--- src/rtl/counter_driver_pkg.sv ---
// Shared types and default constants for the counter stimulus/check stage.
package counter_driver_pkg;

  typedef enum logic [1:0] {
    IDLE = 2'd0,
    RUN  = 2'd1,
    DONE = 2'd2
  } state_e;

  localparam int DEF_WIDTH       = 16;
  localparam int DEF_SEED        = 71;
  localparam int DEF_IDLE_INIT   = 871;
  localparam int DEF_MAX_ITER    = 200;
  localparam int DEF_PERIOD_LOG2 = 5;

  // err_cnt saturation point
  localparam int ERR_MAX = 255;

endpackage

--- src/rtl/counter_driver_checker.sv ---
// Reference model of the loadable counter plus sticky mismatch / error counter.
module count_checker
  import counter_driver_pkg::*;
#(
  parameter int WIDTH = DEF_WIDTH
) (
  input  logic             clk,
  input  logic             rst_n,
  input  logic             ld,
  input  logic [WIDTH-1:0] init,
  input  logic [WIDTH-1:0] count,
  input  logic             check_en,
  input  logic             clear,
  output logic             mismatch,
  output logic [7:0]       err_cnt
);

  logic [WIDTH-1:0] exp_q, exp_d;
  logic             exp_valid_q, exp_valid_d;
  logic             mismatch_q, mismatch_d;
  logic [7:0]       err_cnt_q, err_cnt_d;

  // Model tracks the counter; compare only once a load has defined its value.
  always_comb begin
    exp_d       = exp_q;
    exp_valid_d = exp_valid_q;
    mismatch_d  = mismatch_q;
    err_cnt_d   = err_cnt_q;
    if (clear) begin
      exp_valid_d = 1'b0;
      mismatch_d  = 1'b0;
      err_cnt_d   = 8'd0;
    end else if (check_en) begin
      if (exp_valid_q && (count != exp_q)) begin
        mismatch_d = 1'b1;
        if (err_cnt_q != 8'(ERR_MAX)) err_cnt_d = err_cnt_q + 8'd1;
      end
      if (ld) begin
        exp_d       = init;
        exp_valid_d = 1'b1;
      end else begin
        exp_d = exp_q + {{(WIDTH-1){1'b0}}, 1'b1};
      end
    end
  end

  // Model and check state registers.
  always_ff @(posedge clk) begin
    if (!rst_n) begin
      exp_q       <= '0;
      exp_valid_q <= 1'b0;
      mismatch_q  <= 1'b0;
      err_cnt_q   <= 8'd0;
    end else begin
      exp_q       <= exp_d;
      exp_valid_q <= exp_valid_d;
      mismatch_q  <= mismatch_d;
      err_cnt_q   <= err_cnt_d;
    end
  end

  assign mismatch = mismatch_q;
  assign err_cnt  = err_cnt_q;

endmodule

--- src/rtl/counter_driver.sv ---
// Drives ld/init into the loadable counter on a fixed schedule and checks count.
module counter_driver
  import counter_driver_pkg::*;
#(
  parameter int WIDTH       = DEF_WIDTH,
  parameter int PERIOD_LOG2 = DEF_PERIOD_LOG2,
  parameter int SEED        = DEF_SEED,
  parameter int IDLE_INIT   = DEF_IDLE_INIT,
  parameter int MAX_ITER    = DEF_MAX_ITER
) (
  input  logic             clk,
  input  logic             rst_n,
  input  logic             start,
  output logic             ld,
  output logic [WIDTH-1:0] init,
  input  logic [WIDTH-1:0] count,
  output logic [WIDTH-1:0] iter,
  output logic             busy,
  output logic             done,
  output logic             mismatch,
  output logic [7:0]       err_cnt
);

  state_e           state_q, state_d;
  logic [WIDTH-1:0] iter_q, iter_d;
  logic [WIDTH-1:0] init_q, init_d;
  logic             ld_q, ld_d;
  logic             clear;

  // Next state, iteration index and scrambled reload value.
  always_comb begin
    state_d = state_q;
    iter_d  = iter_q;
    init_d  = init_q;
    ld_d    = 1'b0;
    clear   = 1'b0;
    case (state_q)
      IDLE, DONE: begin
        if (start) begin
          state_d = RUN;
          iter_d  = '0;
          init_d  = WIDTH'(SEED);
          clear   = 1'b1;
        end
      end
      RUN: begin
        // End of run beats a load boundary on the same edge.
        if (iter_q == WIDTH'(MAX_ITER)) begin
          state_d = DONE;
        end else if (iter_q[PERIOD_LOG2-1:0] == '0) begin
          ld_d   = 1'b1;
          init_d = (init_q << 3) ^ (iter_q >> 2);
          iter_d = iter_q + {{(WIDTH-1){1'b0}}, 1'b1};
        end else begin
          init_d = WIDTH'(IDLE_INIT);
          iter_d = iter_q + {{(WIDTH-1){1'b0}}, 1'b1};
        end
      end
      default: state_d = IDLE;
    endcase
  end

  // FSM and stimulus registers.
  always_ff @(posedge clk) begin
    if (!rst_n) begin
      state_q <= IDLE;
      iter_q  <= '0;
      init_q  <= '0;
      ld_q    <= 1'b0;
    end else begin
      state_q <= state_d;
      iter_q  <= iter_d;
      init_q  <= init_d;
      ld_q    <= ld_d;
    end
  end

  count_checker #(.WIDTH(WIDTH)) u_chk (
    .clk      (clk),
    .rst_n    (rst_n),
    .ld       (ld_q),
    .init     (init_q),
    .count    (count),
    .check_en (state_q != IDLE),
    .clear    (clear),
    .mismatch (mismatch),
    .err_cnt  (err_cnt)
  );

  assign ld   = ld_q;
  assign init = init_q;
  assign iter = iter_q;
  assign busy = (state_q == RUN);
  assign done = (state_q == DONE);

endmodule

--- config.mk ---
export PLATFORM = sky130hd
export DESIGN_NAME = counter_driver
export DESIGN_NICKNAME = d
export VERILOG_FILES = /design/src/rtl/counter_driver_pkg.sv /design/src/rtl/counter_driver_checker.sv /design/src/rtl/counter_driver.sv
export SDC_FILE = /design/constraint.sdc
export NUM_CORES = 1
export LEC_CHECK = 0
export BUFFER_PORTS_ARGS = -buffer_cell sky130_fd_sc_hd__clkbuf_2
export CORE_UTILIZATION = 40
export DETAILED_ROUTE_END_ITERATION = 7
export SETUP_SLACK_MARGIN = 0.02
export SLEW_MARGIN = 20
export SYNTH_ARGS = -nofsm -noshare
export SYNTH_HDL_FRONTEND = slang
export SYNTH_HIERARCHICAL = 1
export SYNTH_SLANG_ARGS = --single-unit
--- constraint.sdc ---
create_clock -name clk -period 2.58 [get_ports clk]
set_input_delay 0.516 -clock clk [delete_from_list [all_inputs] [get_ports clk]]
set_output_delay 0.516 -clock clk [all_outputs]
set_load 0.01 [all_outputs]
### Word-level counts from Yosys, hierarchy flattened

Index checks and enable logic that the tools add are counted.

| word-level totals | value |
|---|---|
| flip-flop bits (word level) | 61 |
| latch bits | 0 |
| memory bits (writable) | 0 |
| memory bits (read-only) | 0 |
| bits of input ports | 19 |
| output and inout bits | 44 |
| logic and storage cells | 51 |
| memories kept | 0 |

| cells by class | value |
|---|---|
| add/sub/neg operators | 3 |
| multipliers | 0 |
| div/mod/pow operators | 0 |
| $lt $le $gt $ge | 0 |
| equal/unequal tests | 8 |
| shifts and indexed selects | 0 |
| muxes and demuxes | 14 |
| bitwise logic cells | 4 |
| reductions and logical operators | 14 |

Operator list:

| kind | count |
|---|---|
| 2-to-1 mux 16 bit | 6 |
| one-hot mux 16 bit (2 select lines) | 2 |
| adder 16 x 1 -> 16 bit, second input constant | 2 |
| == test 16 x 8 -> 1 bit, second input constant | 1 |
| inequality test 16 bit | 1 |
| bitwise XOR 16 x 14 -> 16 bit | 1 |
| adder 8 x 1 -> 8 bit, second input constant | 1 |
| inequality test 8 bit, second input constant | 1 |
| AND reduction 2 bit | 4 |
| AND reduction 3 bit | 2 |
| zero test 5 bit | 1 |
| 2-to-1 mux 2 bit | 2 |
| inequality test 2 bit, second input constant | 2 |
| one-hot mux 2 bit (2 select lines) | 1 |
| nonzero test 2 bit | 2 |
| OR reduction 2 bit | 2 |
| 2-to-1 mux 1 bit | 3 |
| NOT 1 bit | 3 |
| OR reduction 3 bit | 1 |
| == test 2 x 1 -> 1 bit, second input constant | 1 |
| == test 2 bit, second input constant | 1 |
| zero test 2 bit | 1 |
| inequality test 2 x 1 -> 1 bit, second input constant | 1 |
| logical AND 1 bit | 1 |

### Depth between registers and ports, before layout

Gate-level depths: netlist (run 1).

| logic depth | value |
|---|---|
| word-level depth | 5 |
| depth in mapped cells | 9 |

### Modules after synthesis

The synthesis (run 1) kept the hierarchy.

By module, submodules not included:

| module | instances | cells an instance | area an instance (um^2) | sequential area each (um^2) |
|---|---|---|---|---|
| counter_driver | 1 | 192 | 1,720.4 | 700.7 |
| count_checker | 1 | 209 | 1,702.9 | 520.5 |

### Least setup slack after synthesis (run 1)

Ideal clock, no wire load.

| timing path | value |
|---|---|
| kind | register -> register |
| from | reg iter_q[8], in the netlist iter[8] |
| to | reg iter_q[2], in the netlist iter[2] |
| library setup time | 0.119 ns |
| data arrival time | 1.996 ns |
| required time | 2.461 ns |
| setup slack | 0.466 ns |
| cell stages (with the launch flop) | 7 |
| path buffers | 2 |
| cells stage by stage | dfxtp_1 -> buf_6 -> or4b_4 -> o41ai_4 -> buf_6 -> nor2_2 -> o221a_1 |

| on the way | value |
|---|---|
| word-level cells in the longest chain between the ends | 3 |

Ends and longest elaborated chain:

| what | RTL line | text |
|---|---|---|
| start: declaration | counter_driver.sv:25 | `logic [WIDTH-1:0] iter_q, iter_d;` |
| start signal: assignment | counter_driver.sv:72 | `iter_q <= iter_d;` |
| == test 16 x 8 -> 1 bit | counter_driver.sv:48 | `if (iter_q == WIDTH'(MAX_ITER)) begin` |
| inequality test 2 bit (no line) | n/a |  |
| AND reduction 3 bit (no line) | n/a |  |

Every way passes these cells.
A chain may end at the register's enable or synchronous reset.

### Worst setup path in the final report (run 1)

| timing path | value |
|---|---|
| from | reg iter_q[3], in the netlist iter[3] |
| to | reg iter_q[9], in the netlist iter[9] |

| on the way | value |
|---|---|
| word-level cells in the longest chain between the ends | 3 |
| elaborated cells on any way between the ends | 6 |

Ends and longest elaborated chain:

| what | RTL line |
|---|---|
| adder 16 x 1 -> 16 bit or == test 16 x 8 -> 1 bit (tied branches) | counter_driver.sv:53, counter_driver.sv:56, counter_driver.sv:48 |
| 2-to-1 mux 16 bit or inequality test 2 bit (tied branches) | n/a |
| one-hot mux 16 bit (2 select lines) or AND reduction 3 bit (tied branches) | n/a |

Several ways; a longest one is shown, not always the timed one. The select of a mux whose other input is x is not followed.

==> results of run 1 <==
logic make-up after synthesis:
| logic type | after synthesis | synth area share [%] |
|---|---|---|
| mux | 8 | 2.49 |
| flops | 61 | 35.7 |
| buf+inv | 38 | 5.48 |
| simple gates | 156 | 25.1 |
| fa+ha+maj | 4 | 1.46 |
| xor+xnor | 27 | 7.35 |
| compound gates | 107 | 22.5 |
metrics by stage:
stage               util (%)  setup WS (ps)  instance area (um2)
global placement        46.1            343                 3810
CTS                     49.3            249                 4070
finish                  49.3            259                 4070
floorplan                  -            466                 3420
detailed placement      46.1            279                 3810
global route            49.3           94.6                 4070
final cells by class:
| type | instances | area [um2] |
|---|---|---|
| Fill cell | 828 | 4190 |
| Multi-Input combinational cell | 302 | 2010 |
| Sequential cell | 61 | 1220 |
| Timing Repair Buffer | 74 | 400 |
| Clock buffer | 13 | 169 |
| Tap cell | 105 | 131 |
| Clock inverter | 3 | 90.1 |
| Inverter | 11 | 41.3 |
cells in the final DEF, fill, tap and decap left out, types with 9 or more instances in the layout:
| cell | instances |
|---|---|
| xor2_1 | 18 |
| nand2_1 | 45 |
| clkbuf_2 | 62 |
| dfxtp_1 | 61 |
| nand4_1 | 9 |
| or4_1 | 11 |
| a21oi_1 | 26 |
| nand3_1 | 15 |
| o31ai_1 | 9 |
| clkbuf_8 | 12 |
| buf_4 | 12 |
| nor2_1 | 27 |
| inv_1 | 10 |
| o32ai_1 | 10 |
| o21ai_0 | 16 |
state kept, by name (all words and copies together) (netlist names):
name	flops
u_chk/exp_valid_q	1
iter	16
state_q	2
init	16
u_chk/mismatch	1
u_chk/err_cnt	8
ld	1
u_chk/exp_q	16
worst max-delay path, delay by kind of cell (launching register included):
family	cells	cell delay [ps]
AO/OA/AOI/OAI	2	820
AND/OR/NAND/NOR	2	710
flip-flops	1	460
buffers and inverters	1	270
power breakdown:
part | switching [mW] | internal, mW
sequential | 0.0389 | 0.964
combinational | 0.139 | 0.0907
clock | 0.385 | 0.722
worst min-delay path by stage:
stage	end	slack [ps]	start
2_1_floorplan	u_chk/exp_valid_q	450	u_chk/exp_valid_q
3_3_place_gp	u_chk/exp_valid_q	460	u_chk/exp_valid_q
3_5_place_dp	u_chk/mismatch	470	u_chk/mismatch
4_1_cts	state_q[1]	490	start
5_1_grt	u_chk/mismatch	510	u_chk/mismatch
6_report	u_chk/exp_valid_q	490	u_chk/exp_valid_q
metal layers:
layer | part of all wire [%] | vias to the layer above | GRT usage [%]
met5 | 0 | - | 0
met4 | 1.5 | 0 | 7.32
met3 | 5.2 | 11 | 4.83
met2 | 46 | 96 | 35.9
met1 | 47 | 1569 | 28.4
li1 | - | 1618 | -
==> results.md, run 1 <==
| Result | Value |
| --- | --- |
| Worst vdd ir | 0.288 mV |
| Leading area contributor after synthesis | dfxtp_1 |
| Most instantiated library cell after synthesis | dfxtp_1 |
| Clock Latency Late Sink | 340 ps |
| Width of the chip | 94.5 um |
| First-pass GRT wire length | 15,100 um |
| Setup crit start kind | flip-flop |
| Cells on Worst Hold Path | 2 |
| DRC Markers | 0 |
| Number of gates given a new drive strength after cts | 0 |
| Maximum fanout along the worst path | 9 |
| Max capacitance violation total | 0 |
| Maximum achievable frequency | 431 MHz |
| Slowest cell delay on critical path | 630 ps |
| Tightest Pin Transition | 761 ps |
| Biggest area contributors in the synthesized netlist | dfxtp_1 (36%), nand2_1 (4.9%), xor2_1 (4.6%) |
| Total number of vias | 3,294 |
| Count of distinct cell types in the synthesized netlist | 65 |
| Floorplan die area | 8930 um2 |
| Non-filler instance count after layout | 569 |
| H-Tree Depth | 3 |
| Placed wire-length estimate after detailed placement | 6680 um |
| Synthesized area per cell | 8.54 um2 |
| Via count of the first global-routing pass | 3,009 |
| Top-Level Pins | 63 |
| Hold crit path type | flip-flop to flip-flop |
| Post-synth EDFFs | 0 |
| Capturing element of the worst setup path | iter[9] |
| Clock buffer count from CTS | 9 |
| Total Power | 2.34 mW |
| Run status | complete, no violations |
| RSZ-0062 raised after global routing | no |
| Port Buf Inserts | 62 |
| Relative max-transition margin | 49.2% |
| Synth warn | 6 |
| Rows | 33 |
| Final nets | 482 |
| Power per cell area | 575 nW/um2 |
| Overall Global Routing Usage | 21.9% |
| Share of synthesized area occupied by flip-flops and latches | 35.7% |
| TritonCTS clock tree | done |
| Portion of the clock cycle consumed by the worst path in the final layout | 89.9% |
| Hold slack final | 487 ps |
| Routed wire per std cell | 16.4 um |
| Number of vias per cell | 5.79 |
| Hold Violations, Final | 0 |
| Final count of pins violating max slew | 0 |
| DIE HEIGHT | 94.5 um |
| Root Buffer | clkbuf_8 |
| Critical path data arrival time | 2610 ps |
| Max Buffers Root-to-Sink | 2 |
| Data required time at the worst endpoint | 2870 ps |
| Total iterations of the first detailed-routing run | 4 |
| Number of diodes | 0 |
| Worst-case register-to-register setup slack | 260 ps |
| Setup Total Neg Slack | 0 ps |
| Startpoint-to-endpoint class of the critical path | flip-flop to flip-flop |
| Share of flip-flops with an asynchronous set or reset after synthesis | 0% |
| Top cell types by occurrence after synthesis | dfxtp_1 (61), nand2_1 (45), nor2_1 (27) |
| Yosys reg bits | 61 |
| Setup crit start | iter[3] |
| Number of cells produced by synthesis | 401 |
| Antenna violations before repair | 0 |
| Maximum clock skew at final layout | 11.4 ps |
| Post-Synthesis Cell Area | 3420 um2 |
| Number of hold buffers added after cts | 0 |
| CP Capture Type | flip-flop |
| Min Tclk post-route | 2320 ps |
| Total congestion overflow after global routing | 0 |
| Core region area | 8260 um2 |
| Launch point of the worst reg-to-reg path | iter[3] |
| Fraction of synthesized cell area taken by the top area cell type | 35.7% |
| Global placement routability congestion | 0.822 |
| Area grow syn2layout | 18.8% |
| Share of layout cells above drive strength 1 | 24.8% |
| Placed cell count | 553 |
| Clock sink count | 61 |
| Leakage power of the design | 1.57 nW |
| Remaining antenna violation count | 0 |
| Pin count of the biggest net entering global routing | 23 |
| Routed wire length | 9340 um |
| Worst-case reg-to-reg path depth | 5 |
| Worst reg2reg endpoint | iter[9] |
| Top flip-flop cell by instance count after synthesis | dfxtp_1 |
| Critical Path, Cell by Cell | or4b_4 -> o41ai_4 -> buf_4 -> and2_1 -> o221a_2 |
| Net Count, Synth | 424 |
| DR iter-0 viols | 154 |
| Setup Viol. Count Final | 0 |
| Setup repair bufs after CTS | 0 |
| Initial core utilization | 41.5% |
| Clock transition at the registers of the reported paths | 70 ps |
| Max stage delay cell, worst path | o41ai_4 |
Power figures use the tool's default switching activity.
==> run 2: changes to the inputs <==
clock period = 2.2 ns   (was 2.58 ns; I/O delays follow)
==> results.md, run 2 (synthesized netlist as in run 1, its figures left out) <==
| Result | Value |
| --- | --- |
| Leakage power of the design | 1.61 nW |
| Clock sink count | 61 |
| Share of layout cells above drive strength 1 | 26.7% |
| Relative max-transition margin | 51.5% |
| Tightest Pin Transition | 726 ps |
| Remaining antenna violation count | 0 |
| Final nets | 494 |
| Max Buffers Root-to-Sink | 2 |
| Cells on Worst Hold Path | 4 |
| Floorplan die area | 8930 um2 |
| Startpoint-to-endpoint class of the critical path | flip-flop to flip-flop |
| Width of the chip | 94.5 um |
| Portion of the clock cycle consumed by the worst path in the final layout | 91.9% |
| Hold crit path type | input pin to flip-flop |
| Total Power | 2.37 mW |
| Max capacitance violation total | 0 |
| Area grow syn2layout | 19.3% |
| Setup crit start kind | flip-flop |
| Antenna violations before repair | 0 |
| Total congestion overflow after global routing | 0 |
| Setup repair bufs after CTS | 0 |
| Via count of the first global-routing pass | 3,058 |
| Root Buffer | clkbuf_8 |
| Total number of vias | 3,331 |
| Maximum fanout along the worst path | 10 |
| Pin count of the biggest net entering global routing | 21 |
| Maximum achievable frequency | 494 MHz |
| Power per cell area | 579 nW/um2 |
| Leading cell type in the layout, fill and taps excluded | clkbuf_2 |
| Top-Level Pins | 63 |
| Worst vdd ir | 0.273 mV |
| Port Buf Inserts | 62 |
| Setup Viol. Count Final | 0 |
| Clock Latency Late Sink | 350 ps |
| Highest-count cells in the layout ignoring fill and taps | clkbuf_2 (62), dfxtp_1 (61), nand2_1 (45), nor2_1 (27), a21oi_1 (26) |
| Clock buffer count from CTS | 9 |
| Global placement routability congestion | 0.855 |
| Setup Total Neg Slack | 0 ps |
| Routed wire per std cell | 15.8 um |
| Overall Global Routing Usage | 21.8% |
| TritonCTS clock tree | done |
| First-pass GRT wire length | 15,100 um |
| Rows | 33 |
| Number of diodes | 0 |
| Worst-case reg-to-reg path depth | 5 |
| DR iter-0 viols | 117 |
| Final count of pins violating max slew | 0 |
| Total iterations of the first detailed-routing run | 4 |
| DIE HEIGHT | 94.5 um |
| RSZ-0062 raised after global routing | no |
| Maximum clock skew at final layout | 12.1 ps |
| H-Tree Depth | 3 |
| Core region area | 8260 um2 |
| Number of vias per cell | 5.73 |
| DRC Markers | 0 |
| Clock transition at the registers of the reported paths | 70 ps |
| Hold Violations, Final | 0 |
| Placed wire-length estimate after detailed placement | 6680 um |
| Min Tclk post-route | 2020 ps |
| CP Capture Type | flip-flop |
| Data required time at the worst endpoint | 2470 ps |
| Routed wire length | 9200 um |
| Initial core utilization | 41.5% |
| Run status | complete, no violations |
| Critical path data arrival time | 2290 ps |
[run 2: cell types whose count changed in the layout (fill, tap and decap cells not counted), sizes merged]
cell	change
buf	+12
bufinv	-3
clkinv	+3
clkbuf	-1
clkinvlp	+1
[run 2: worst max-delay path, cell delays in order, from the launching register on]
cell and delay [ps]:
dfxtp_1 450, ha_1 270, and4_1 250, nand3_1 270, or4_1 540, a21oi_1 170
[run 2: timing repair]
action / in CTS / in global routing
resized for setup: 0 / 1
hold buffers: 0 / 0
endpoints found under the setup margin: 0 / 1
[run 2: final cells by class]
type,instances,area [um2]
clock inverter,4,22.5
sequential,61,1220
timing repair buffer,86,490
clock buffer,12,155
multi-input combinational,302,2020
tap,105,131
inverter,11,41.3
fill,822,4180
[run 2: per-layer routing]
metal,GRT usage [%],share of wire [%]
met5,0,0
met4,9.85,1.8
met2,34.0,46
met3,3.95,4.5
met1,29.3,48
[run 2: path summary, 6_finish.rpt]
path / startpoint / to / slack, ps
worst max-delay path: iter[0] / iter[10] / 180
worst min-delay path: start / state_q[1] / 420
worst max register to register: iter[0] / iter[10] / 180
worst min register to register: u_chk/mismatch / u_chk/mismatch / 480
[run 2: where the power goes]
part	total, mW	switching, mW	internal (mW)
logic	0.275	0.163	0.112
clock network	0.916	0.452	0.465
registers	1.17	0.0437	1.13
total	2.37	0.659	1.71
[run 2: metrics by stage]
stage	instance area [um2]	setup slack, ps	instances	util (%)	hold slack [ps]
2_1_floorplan	3420	85.7	401	-	450
3_3_place_gp	3900	216	565	47.2	462
5_1_grt	4080	22.1	581	49.4	431
4_1_cts	4080	150	581	49.4	416
3_5_place_dp	3900	162	565	47.2	469
6_report	4080	178	581	49.4	417
==> run 3: changes to the inputs <==
BUFFER_PORTS_ARGS = -buffer_cell sky130_fd_sc_hd__buf_2   (was -buffer_cell sky130_fd_sc_hd__clkbuf_2)
SYNTH_HIERARCHICAL = not set   (was 1)
==> results.md, run 3 <==
| Result | Value |
| --- | --- |
| Run status | complete, no violations |
| Maximum fanout along the worst path | 7 |
| Highest-count cells in the layout ignoring fill and taps | buf_2 (62), dfxtp_1 (61), nor2_1 (57), xor2_1 (38), nand2_1 (30) |
| Cells on Worst Hold Path | 1 |
| Total number of vias | 3,096 |
| Count of distinct cell types in the synthesized netlist | 60 |
| Max capacitance violation total | 0 |
| Final Instance Area | 3970 um2 |
| Net Count, Synth | 426 |
| Worst reg2reg endpoint | iter[0] |
| Total congestion overflow after global routing | 0 |
| Cell Int Power | 1.81 mW |
| Number of vias per cell | 5.38 |
| Launch point of the worst reg-to-reg path | iter[1] |
| Rows | 32 |
| First-pass GRT wire length | 13,600 um |
| Top-Level Pins | 63 |
| Top flip-flop cell by instance count after synthesis | dfxtp_1 |
| Tightest Pin Transition | 651 ps |
| Switching Share | 27.1% |
| Maximum clock skew at final layout | 5.41 ps |
| Fraction of synthesized cell area taken by the top area cell type | 36.7% |
| Hold slack final | 468 ps |
| Placed wire-length estimate after detailed placement | 6020 um |
| Pin count of the biggest net entering global routing | 25 |
| Clock Latency Late Sink | 330 ps |
| Port Buf Inserts | 62 |
| Startpoint-to-endpoint class of the critical path | flip-flop to flip-flop |
| Yosys reg bits | 61 |
| Final count of pins violating max slew | 0 |
| Final nets | 492 |
| Worst-case register-to-register setup slack | 250 ps |
| Via count of the first global-routing pass | 2,729 |
| Min Tclk post-route | 1950 ps |
| Floorplan die area | 8700 um2 |
| Hold crit path type | flip-flop to flip-flop |
| Overall Global Routing Usage | 19.8% |
| Seq pwr share | 48.2% |
| Number of cells produced by synthesis | 403 |
| RSZ-0062 raised after global routing | no |
| Biggest area contributors in the synthesized netlist | dfxtp_1 (37%), xor2_1 (10%), nor2_1 (6.4%) |
| Gate power share | 11.5% |
| Root Buffer | clkbuf_8 |
| CP Capture Type | flip-flop |
| Setup Total Neg Slack | 0 ps |
| Clock transition at the registers of the reported paths | 70 ps |
| Relative max-transition margin | 56.6% |
| Max Buffers Root-to-Sink | 2 |
| DR iter-0 viols | 198 |
| DIE HEIGHT | 93.3 um |
| H-Tree Depth | 3 |
| Top cell types by occurrence after synthesis | dfxtp_1 (61), nor2_1 (57), xor2_1 (38) |
| Antenna violations before repair | 0 |
| Total iterations of the first detailed-routing run | 4 |
| Endpoint with the worst hold slack | u_chk.mismatch |
| Share of layout cells above drive strength 1 | 23.8% |
| Critical path data arrival time | 2210 ps |
| Width of the chip | 93.3 um |
| Number of hold buffers added after cts | 0 |
| Setup crit start kind | flip-flop |
| Global placement routability congestion | 0.823 |
| Share of synthesized area occupied by flip-flops and latches | 36.7% |
| TritonCTS clock tree | done |
| Routed wire length | 8230 um |
| Setup Viol. Count Final | 0 |
| Remaining antenna violation count | 0 |
| Leading cell type in the layout, fill and taps excluded | buf_2 |
| Clock sink count | 61 |
| Post-Synthesis Cell Area | 3330 um2 |
| Hold Violations, Final | 0 |
| Setup repair bufs after CTS | 0 |
| Post-synth EDFFs | 0 |
| Share of flip-flops with an asynchronous set or reset after synthesis | 0% |
| Leading area contributor after synthesis | dfxtp_1 |
| Number of diodes | 0 |
| Initial core utilization | 42.2% |
| Worst vdd ir | 0.329 mV |
| Most instantiated library cell after synthesis | dfxtp_1 |
| Portion of the clock cycle consumed by the worst path in the final layout | 88.6% |
| Area grow syn2layout | 19.0% |
| Number of gates given a new drive strength after cts | 0 |
| Synthesized area per cell | 8.27 um2 |
| Clock buffer count from CTS | 9 |
| Power dissipated by switching net loads | 0.674 mW |
| Total Power | 2.49 mW |
| Worst-case reg-to-reg path depth | 7 |
| Core region area | 7890 um2 |
| DRC Markers | 0 |
| Startpoint of the lowest-slack hold path | u_chk.mismatch |
| Cell Area, Placed | 3760 um2 |
| Synth warn | 0 |
| Clock group share of total power | 40.3% |
| Leakage power of the design | 1.70 nW |
| Maximum achievable frequency | 513 MHz |
| Power per cell area | 627 nW/um2 |
| Data required time at the worst endpoint | 2460 ps |
| Routed wire per std cell | 14.3 um |
-- run 3: stage by stage --
step | cells | worst slack [ps] | util [%]
finish | 576 | 251 | 50.3
floorplan | 403 | 369 | -
global route | 576 | 63.4 | 50.3
global placement | 560 | 140 | 47.7
detailed placement | 560 | 123 | 47.7
CTS | 576 | 202 | 50.2
-- run 3: power groups by stage --
stage | logic, mW | registers, mW | clock network, mW
after floorplan | 0.184 | 1.21 | 0
after global placement | 0.284 | 1.22 | 0
after detailed placement | 0.287 | 1.22 | 0
after CTS | 0.288 | 1.20 | 1.03
after global routing | 0.324 | 1.20 | 1.09
final | 0.287 | 1.20 | 1.00
-- run 3: how the worst max path moves through the flow --
stage / slack, ps / from / endpoint
after floorplan: 370 / iter[0] / iter[1]
after global placement: 140 / count[14] / u_chk.err_cnt[6]
after detailed placement: 120 / count[14] / u_chk.err_cnt[6]
after CTS: 200 / iter[1] / iter[1]
after global routing: 60 / u_chk.exp_q[1] / u_chk.exp_q[10]
final: 250 / iter[1] / iter[0]
-- run 3: layout make-up --
cell class,instances,area (um2)
fill,778,3920
multi-input combinational,307,1940
sequential,61,1220
timing repair buffer,79,438
clock buffer,10,138
tap,102,128
clock inverter,6,62.6
inverter,11,41.3
-- run 3: cell families (layout without fill, tap and decap cells) --
group,count (synthesis),in the layout,share of synthesized area (%)
DFF,61,61,36.7
xor gates and xnor gates,41,41,10.8
and+or+nand+nor,169,169,26.4
adders and majority gates,4,4,1.50
muxes,7,7,2.18
AOI/OAI and AO/OA,86,86,17.1
buffers and inverters,35,106,5.37
-- run 3: worst max-delay path, stage by stage, from the launching register on --
cell and delay, ps:
dfxtp_1 430, inv_1 70, ha_1 190, nor3b_2 170, a41oi_2 410, or2_1 240, nand3_1 190, o21ai_0 190
-- run 3: per-layer routing --
layer | wire length [um] | vias to the layer above | track usage (%)
met5 | 0 | - | 0
met4 | 76 | 0 | 6.28
met3 | 439 | 8 | 3.90
met2 | 3740 | 92 | 30.6
met1 | 3980 | 1434 | 27.6
li1 | - | 1562 | -
